`src/rtl/muldiv_unit_pkg.sv`:
```
// Shared types and constants for the iterative multiply/divide unit.
package muldiv_unit_pkg;

    localparam int MD_WIDTH = 32;

    typedef enum logic [1:0] {
        MD_MULT  = 2'b00,
        MD_MULTU = 2'b01,
        MD_DIV   = 2'b10,
        MD_DIVU  = 2'b11
    } muldiv_op_t;

    typedef enum logic [1:0] {
        IDLE = 2'b00,
        CALC = 2'b01,
        FIX  = 2'b10
    } muldiv_state_t;

endpackage

```
`src/rtl/muldiv_unit_if.sv`:
```
// Execute-stage to multiply/divide unit bundle: operands, HI/LO moves, status and results.
interface muldiv_unit_if #(parameter int WIDTH = 32) ();
    import muldiv_unit_pkg::*;

    logic             start;
    muldiv_op_t       op;
    logic [WIDTH-1:0] a;
    logic [WIDTH-1:0] b;
    logic             mthi;
    logic             mtlo;
    logic [WIDTH-1:0] wdata;
    logic             busy;
    logic             done;
    logic [WIDTH-1:0] hi;
    logic [WIDTH-1:0] lo;

    modport master (
        output start, op, a, b, mthi, mtlo, wdata,
        input  busy, done, hi, lo
    );

    modport slave (
        input  start, op, a, b, mthi, mtlo, wdata,
        output busy, done, hi, lo
    );

endinterface

```
`src/rtl/muldiv_unit.sv`:
```
// Radix-2 iterative multiply/divide unit with architectural HI/LO registers.
// One accumulator {rem/prodhi, quot/prodlo} and one WIDTH+1-bit adder serve
// both shift-add multiply and restoring shift-subtract divide on magnitudes;
// a final FIX cycle applies the result signs and writes HI/LO.
module muldiv_unit
    import muldiv_unit_pkg::*;
#(
    parameter int WIDTH = MD_WIDTH
) (
    input  logic          clk,
    input  logic          rst,
    muldiv_unit_if.slave  bus
);

    localparam int            CW   = $clog2(WIDTH);
    localparam logic [CW-1:0] LAST = CW'(WIDTH - 1);

    muldiv_state_t      state_q, state_d;
    logic [CW-1:0]      count_q;
    logic [2*WIDTH-1:0] acc_q;
    logic [WIDTH-1:0]   opb_q;      // multiplicand or divisor magnitude
    logic               div_q;
    logic               negq_q;     // negate product / quotient
    logic               negr_q;     // negate remainder
    logic [WIDTH-1:0]   hi_q, lo_q;
    logic               done_q;

    logic               in_div, in_sgn, in_dz, in_sa, in_sb;
    logic [WIDTH-1:0]   mag_a, mag_b;
    logic [WIDTH:0]     add_x, add_y, add_s;
    logic               add_c;
    logic [2*WIDTH-1:0] acc_step;
    logic [2*WIDTH-1:0] prod_neg;
    logic [WIDTH-1:0]   fix_hi, fix_lo;

    // Decode the incoming op and form operand magnitudes; divide-by-zero keeps raw a and drops signs.
    always_comb begin
        in_div = (bus.op == MD_DIV) || (bus.op == MD_DIVU);
        in_sgn = (bus.op == MD_MULT) || (bus.op == MD_DIV);
        in_dz  = in_div && (bus.b == '0);
        in_sa  = in_sgn && bus.a[WIDTH-1] && !in_dz;
        in_sb  = in_sgn && bus.b[WIDTH-1] && !in_dz;
        mag_a  = in_sa ? ('0 - bus.a) : bus.a;
        mag_b  = in_sb ? ('0 - bus.b) : bus.b;
    end

    // Shared adder: conditional add of multiplicand, or trial subtract of divisor.
    always_comb begin
        if (div_q) begin
            add_x = acc_q[2*WIDTH-1:WIDTH-1];
            add_y = ~{1'b0, opb_q};
            add_c = 1'b1;
        end else begin
            add_x = {1'b0, acc_q[2*WIDTH-1:WIDTH]};
            add_y = acc_q[0] ? {1'b0, opb_q} : '0;
            add_c = 1'b0;
        end
        add_s = add_x + add_y + {{WIDTH{1'b0}}, add_c};

        if (div_q) begin
            // Bit WIDTH of the difference is the borrow: set means restore the shifted remainder.
            if (!add_s[WIDTH])
                acc_step = {add_s[WIDTH-1:0], acc_q[WIDTH-2:0], 1'b1};
            else
                acc_step = {add_x[WIDTH-1:0], acc_q[WIDTH-2:0], 1'b0};
        end else begin
            acc_step = {add_s, acc_q[WIDTH-1:1]};
        end
    end

    // Sign correction of the finished magnitude result.
    always_comb begin
        prod_neg = '0 - acc_q;
        if (div_q) begin
            fix_lo = negq_q ? ('0 - acc_q[WIDTH-1:0]) : acc_q[WIDTH-1:0];
            fix_hi = negr_q ? ('0 - acc_q[2*WIDTH-1:WIDTH]) : acc_q[2*WIDTH-1:WIDTH];
        end else begin
            fix_lo = negq_q ? prod_neg[WIDTH-1:0]       : acc_q[WIDTH-1:0];
            fix_hi = negq_q ? prod_neg[2*WIDTH-1:WIDTH] : acc_q[2*WIDTH-1:WIDTH];
        end
    end

    // State register.
    always_ff @(posedge clk or posedge rst) begin
        if (rst)
            state_q <= IDLE;
        else
            state_q <= state_d;
    end

    // Next-state logic: IDLE -start-> CALC -count==0-> FIX -> IDLE.
    always_comb begin
        state_d = state_q;
        case (state_q)
            IDLE:    if (bus.start) state_d = CALC;
            CALC:    if (count_q == '0) state_d = FIX;
            FIX:     state_d = IDLE;
            default: state_d = IDLE;
        endcase
    end

    // Datapath: operand latch, iteration, HI/LO writes and done pulse.
    always_ff @(posedge clk or posedge rst) begin
        if (rst) begin
            count_q <= '0;
            acc_q   <= '0;
            opb_q   <= '0;
            div_q   <= 1'b0;
            negq_q  <= 1'b0;
            negr_q  <= 1'b0;
            hi_q    <= '0;
            lo_q    <= '0;
            done_q  <= 1'b0;
        end else begin
            done_q <= (state_q == FIX);
            case (state_q)
                IDLE: begin
                    if (bus.start) begin
                        count_q <= LAST;
                        div_q   <= in_div;
                        negq_q  <= in_sa ^ in_sb;
                        negr_q  <= in_sa;
                        if (in_div) begin
                            acc_q <= {{WIDTH{1'b0}}, mag_a};
                            opb_q <= mag_b;
                        end else begin
                            acc_q <= {{WIDTH{1'b0}}, mag_b};
                            opb_q <= mag_a;
                        end
                    end else begin
                        if (bus.mthi) hi_q <= bus.wdata;
                        if (bus.mtlo) lo_q <= bus.wdata;
                    end
                end
                CALC: begin
                    acc_q <= acc_step;
                    if (count_q != '0) count_q <= count_q - 1'b1;
                end
                FIX: begin
                    hi_q <= fix_hi;
                    lo_q <= fix_lo;
                end
                default: ;
            endcase
        end
    end

    assign bus.busy = (state_q != IDLE);
    assign bus.done = done_q;
    assign bus.hi   = hi_q;
    assign bus.lo   = lo_q;

endmodule

```
`src/flat_wrapper.sv`:
```
// flat-port wrapper written by rule: the top's interface ports become plain ports
module muldiv_unit_flat import muldiv_unit_pkg::*;
#(
    parameter int WIDTH = MD_WIDTH
)
  (clk, rst, bus_start, bus_op, bus_a, bus_b, bus_mthi, bus_mtlo, bus_wdata, bus_busy, bus_done, bus_hi, bus_lo);
  muldiv_unit_if #(.WIDTH(WIDTH)) bus_i ();
  input  logic clk;
  input  logic rst;
  input wire logic [$bits(bus_i.start)-1:0] bus_start;
  input wire logic [$bits(bus_i.op)-1:0] bus_op;
  input wire logic [$bits(bus_i.a)-1:0] bus_a;
  input wire logic [$bits(bus_i.b)-1:0] bus_b;
  input wire logic [$bits(bus_i.mthi)-1:0] bus_mthi;
  input wire logic [$bits(bus_i.mtlo)-1:0] bus_mtlo;
  input wire logic [$bits(bus_i.wdata)-1:0] bus_wdata;
  output wire logic [$bits(bus_i.busy)-1:0] bus_busy;
  output wire logic [$bits(bus_i.done)-1:0] bus_done;
  output wire logic [$bits(bus_i.hi)-1:0] bus_hi;
  output wire logic [$bits(bus_i.lo)-1:0] bus_lo;
  assign bus_i.start = bus_start;
  assign bus_i.op = bus_op;
  assign bus_i.a = bus_a;
  assign bus_i.b = bus_b;
  assign bus_i.mthi = bus_mthi;
  assign bus_i.mtlo = bus_mtlo;
  assign bus_i.wdata = bus_wdata;
  assign bus_busy = bus_i.busy;
  assign bus_done = bus_i.done;
  assign bus_hi = bus_i.hi;
  assign bus_lo = bus_i.lo;
  muldiv_unit #(.WIDTH(WIDTH)) u_core (.clk(clk), .rst(rst), .bus(bus_i));
endmodule
```
`config.mk`:
```
export PLATFORM = sky130hd
export DESIGN_NAME = muldiv_unit_flat
export DESIGN_NICKNAME = d
export VERILOG_FILES = /design/src/rtl/muldiv_unit_pkg.sv /design/src/rtl/muldiv_unit_if.sv /design/src/rtl/muldiv_unit.sv /design/src/flat_wrapper.sv
export SDC_FILE = /design/constraint.sdc
export NUM_CORES = 1
export LEC_CHECK = 0
export CAP_MARGIN = 15
export CORE_MARGIN = 2
export CORE_UTILIZATION = 35
export CTS_CLUSTER_SIZE = 28
export DETAILED_ROUTE_END_ITERATION = 6
export PLACE_DENSITY_LB_ADDON = 0.05
export SETUP_SLACK_MARGIN = 0.15
export SLEW_MARGIN = 20
export SYNTH_ARGS = -nofsm -noshare
export SYNTH_HDL_FRONTEND = slang
export SYNTH_SLANG_ARGS = --single-unit
```
`constraint.sdc`:
```
create_clock -name clk -period 10.7 [get_ports clk]
set_input_delay 2.14 -clock clk [delete_from_list [all_inputs] [get_ports clk]]
set_output_delay 2.14 -clock clk [all_outputs]
set_load 0.02 [all_outputs]
```
==> results.md <==
- Outcome: finished clean
- Post-DP Area: 15700 µm²
- FF+latch area: 4283 µm²
- Worst-path clk slew: 0.07 ns
- Largest net degree at the start of global routing: 90
- Count of mapped cells out of synthesis: 1646
- Setup Buffers After CTS: 0
- Worst Setup End Kind: register
- ANT cells: 0
- Global-route wire length before repair: 75340 µm
- CP Class: register to register
- Cts hold-fix bufs: 0
- Fin crit period: 5.492 ns
- Crit path max-delay family: compound AO/OA/AOI/OAI gates
- CP required: 11.04 ns
- Routed WL: 48630 µm
- DR WL/cell: 21.48 µm
- Number of synthesized flops with an enable pin: 0
- Post-synthesis cell area: 13650 µm²
- # fillers: 3911
- Synth cell types: 74
- Setup ws final: 5.208 ns
- CP max stage delay: 0.79 ns
- Sequential share of the synthesized area: 31.36%
- Syn avg cell area: 8.290 µm²
- Final Hold Slack: 0.5163 ns
- Layout Skew: 0.01408 ns
- Crit path cell chain: inv_1 > buf_4 > o21ai_0 > fa_1 > inv_1 > fa_1 > nand2b_1 > a21o_1 > a21o_1 > a21oi_1 > nor3_1 > nor2_2 > xor2_2 > mux2i_1 > a221o_1
- Die Width: 201.5 µm
- CP startpoint kind: register
- Headroom to the max-slew limit: 25.98%
- Reg2reg path depth: 15
- Data arrival, critical path: 5.83 ns
- Hold path cells: 2
- Prevailing post-synth register cell: dfrtp_1
- Number of global-route vias before repair: 12288
- Htree depth: 4
- Maximum VDD drop: 0.1876 mV
- Total gr overflow: 0
- Maxcap violations: 0
- Site Rows: 72
- CP Buf/Inv Count: 3
- DR vias/cell: 5.557
- Port buffer count: 168
- Ys Warns: 0
- Crit-path slowest cell: dfrtp_4
- Worst-Skew Late Latency: 0.46 ns
- Achievable frequency: 182.1 MHz
- Area of the multi-input gates: 8828 µm²
- RSZ-0062 raised after global routing: false
- Max Slew Vio Count: 0
- Synth async-reset ratio: 100.0%
- Initial core utilization: 35.39%
- Final setup fails: 0
- Share of layout cells above drive strength 1: 6.930%
- I/O pin count: 169
- Cell Pwr Density: 383.2 nW/µm²
- Die height: 201.5 µm
- Crit. path cell count: 15
- Worst min path class: register to register
- Initial drt markers: 830
- Clock buffer depth: 2
- Clock root cell: clkbuf_16
- First drt pass iteration count: 5
- Vias after detailed routing: 12582
- Hold Fails Final Rpt: 0
- Gpl congestion: 0.8830
- Initial antenna violation count: 0
- Layout area overhead: 19.15%
- Post-route DRC: 0
- Final ANT Viol Nets: 0
- Sum Neg Setup Slack: 0 ns
- Tightest Pin Transition: 1.110 ns
- Pre-CTS WS: 5.213 ns
- Max FO, Critical Path: 31
- CTS tree: done
- Post-synth net total: 1789
- Leakage power: 6.255 nW
- Final #Nets: 1877
- Final instance area: 16260 µm²
- Clock Sinks: 171
- Core Box Area: 38560 µm²
- Final Cycle Share: 51.33%
- CTS resizes: 0
- Post-DP HPWL: 37670 µm
- GRT Total Usage: 24.03%
- Die area: 40580 µm²
- CTS buffer count: 17
- Register bit total from synthesis: 171
flip-flops by register name, indices dropped and copies added (netlist names):
signal / flops
u_core.acc_q: 64
u_core.bus.hi: 32
u_core.bus.lo: 32
u_core.opb_q: 32
u_core.count_q: 5
u_core.state_q: 2
u_core.bus.done: 1
u_core.div_q: 1
u_core.negq_q: 1
u_core.negr_q: 1
cell usage after synthesis (all sizes together), types with 4 or more instances:
master | n | area share [%]
nor2b | 14 | 0.64
o21ai | 209 | 7.7
or3 | 11 | 0.50
o211ai | 8 | 0.44
nor2 | 84 | 2.3
mux2 | 36 | 3.0
nor4 | 16 | 0.83
or2 | 4 | 0.20
ha | 38 | 3.5
mux2i | 121 | 8.9
o41ai | 14 | 1.0
a221oi | 6 | 0.39
inv | 29 | 0.80
xor2 | 66 | 4.3
nand4 | 6 | 0.28
clkbuf | 95 | 2.6
nor3 | 31 | 1.1
and2 | 6 | 0.28
dfrtp | 171 | 31
nor3b | 4 | 0.22
nand2 | 230 | 6.3
buf | 23 | 0.79
nand2b | 20 | 0.92
o221ai | 38 | 2.4
nand3b | 4 | 0.22
o22ai | 5 | 0.23
a211oi | 16 | 0.88
a22oi | 20 | 1.1
a31oi | 20 | 0.92
o21a | 4 | 0.22
a21o | 14 | 0.77
nand3 | 27 | 1.0
a21oi | 94 | 3.4
o31ai | 23 | 1.4
xnor2 | 83 | 5.3
or4 | 16 | 0.96
per-layer routing:
metal	up-vias	share of wire (%)	global-route usage, %
met5	-	0	0
met4	0	2.3	6.591
met3	38	5.7	4.308
met2	373	43	35.99
met1	6012	49	35.33
li1	6159	-	-
where the power goes:
part           leakage (nW)  internal, mW  switching [mW]
clock network         0.278         0.328           0.296
registers              2.06         0.971           0.493
logic                  3.92          1.73            2.42
area by class of cell:
| class | instances | area share (%) |
|---|---|---|
| sequential | 171 | 26.34 |
| multi-input combinational | 1327 | 54.30 |
| inverter | 30 | 0.7311 |
| tap | 518 | 3.986 |
| timing repair buffer | 187 | 11.22 |
| clock buffer | 18 | 2.701 |
| clock inverter | 13 | 0.7234 |
worst register-to-register path, stage by stage (launching register included):
cell      delay (ns)
dfrtp_4         0.79
inv_1           0.53
buf_4           0.37
o21ai_0         0.41
fa_1            0.31
inv_1           0.07
fa_1            0.39
nand2b_1        0.20
a21o_1          0.21
a21o_1          0.20
a21oi_1         0.27
nor3_1          0.12
nor2_2          0.32
xor2_2          0.70
mux2i_1         0.17
a221o_1         0.33
layout by cell type, fill, tap and decap left out, types with 26 or more instances in the layout:
master and count:
xnor2_1 82, dfrtp_1 170, o221ai_1 38, ha_1 38, clkdlybuf4s50_1 168, nor3_1 31
xor2_1 65, inv_1 28, o21ai_0 203, nand3_1 26, mux2_2 36, mux2i_1 121
nor2_1 81, nand2_1 229, a21oi_1 94
logic make-up after synthesis:
family / count (synthesis) / synth area share [%]
xor gates and xnor gates: 149 / 9.619
AOI/OAI and AO/OA: 498 / 22.68
adders and majority gates: 40 / 3.778
DFF: 171 / 31.36
and+or+nand+nor: 483 / 16.48
muxes: 157 / 11.85
buffers and inverters: 148 / 4.236
metrics by stage:
| step | power [mW] | util [%] | instances |
|---|---|---|---|
| after floorplan | 4.257 | - | 1646 |
| after global placement | 5.538 | 40.73 | 2233 |
| after detailed placement | 5.570 | 40.73 | 2233 |
| after CTS | 6.210 | 42.17 | 2264 |
| after global routing | 6.744 | 42.17 | 2264 |
| final | 6.231 | 42.17 | 2264 |
path summary, 6_finish.rpt:
kind | from | end | slack, ns
max | u_core.div_q | u_core.acc_q[33] | 5.21
min | u_core.opb_q[3] | u_core.opb_q[3] | 0.52
max reg2reg | u_core.div_q | u_core.acc_q[33] | 5.21
min reg2reg | u_core.opb_q[3] | u_core.opb_q[3] | 0.52
max in group asynchronous | rst | u_core.div_q | 6.66
min in group asynchronous | rst | u_core.bus.lo[10] | 2.25
Note: power is estimated with default switching activity, not from simulation.
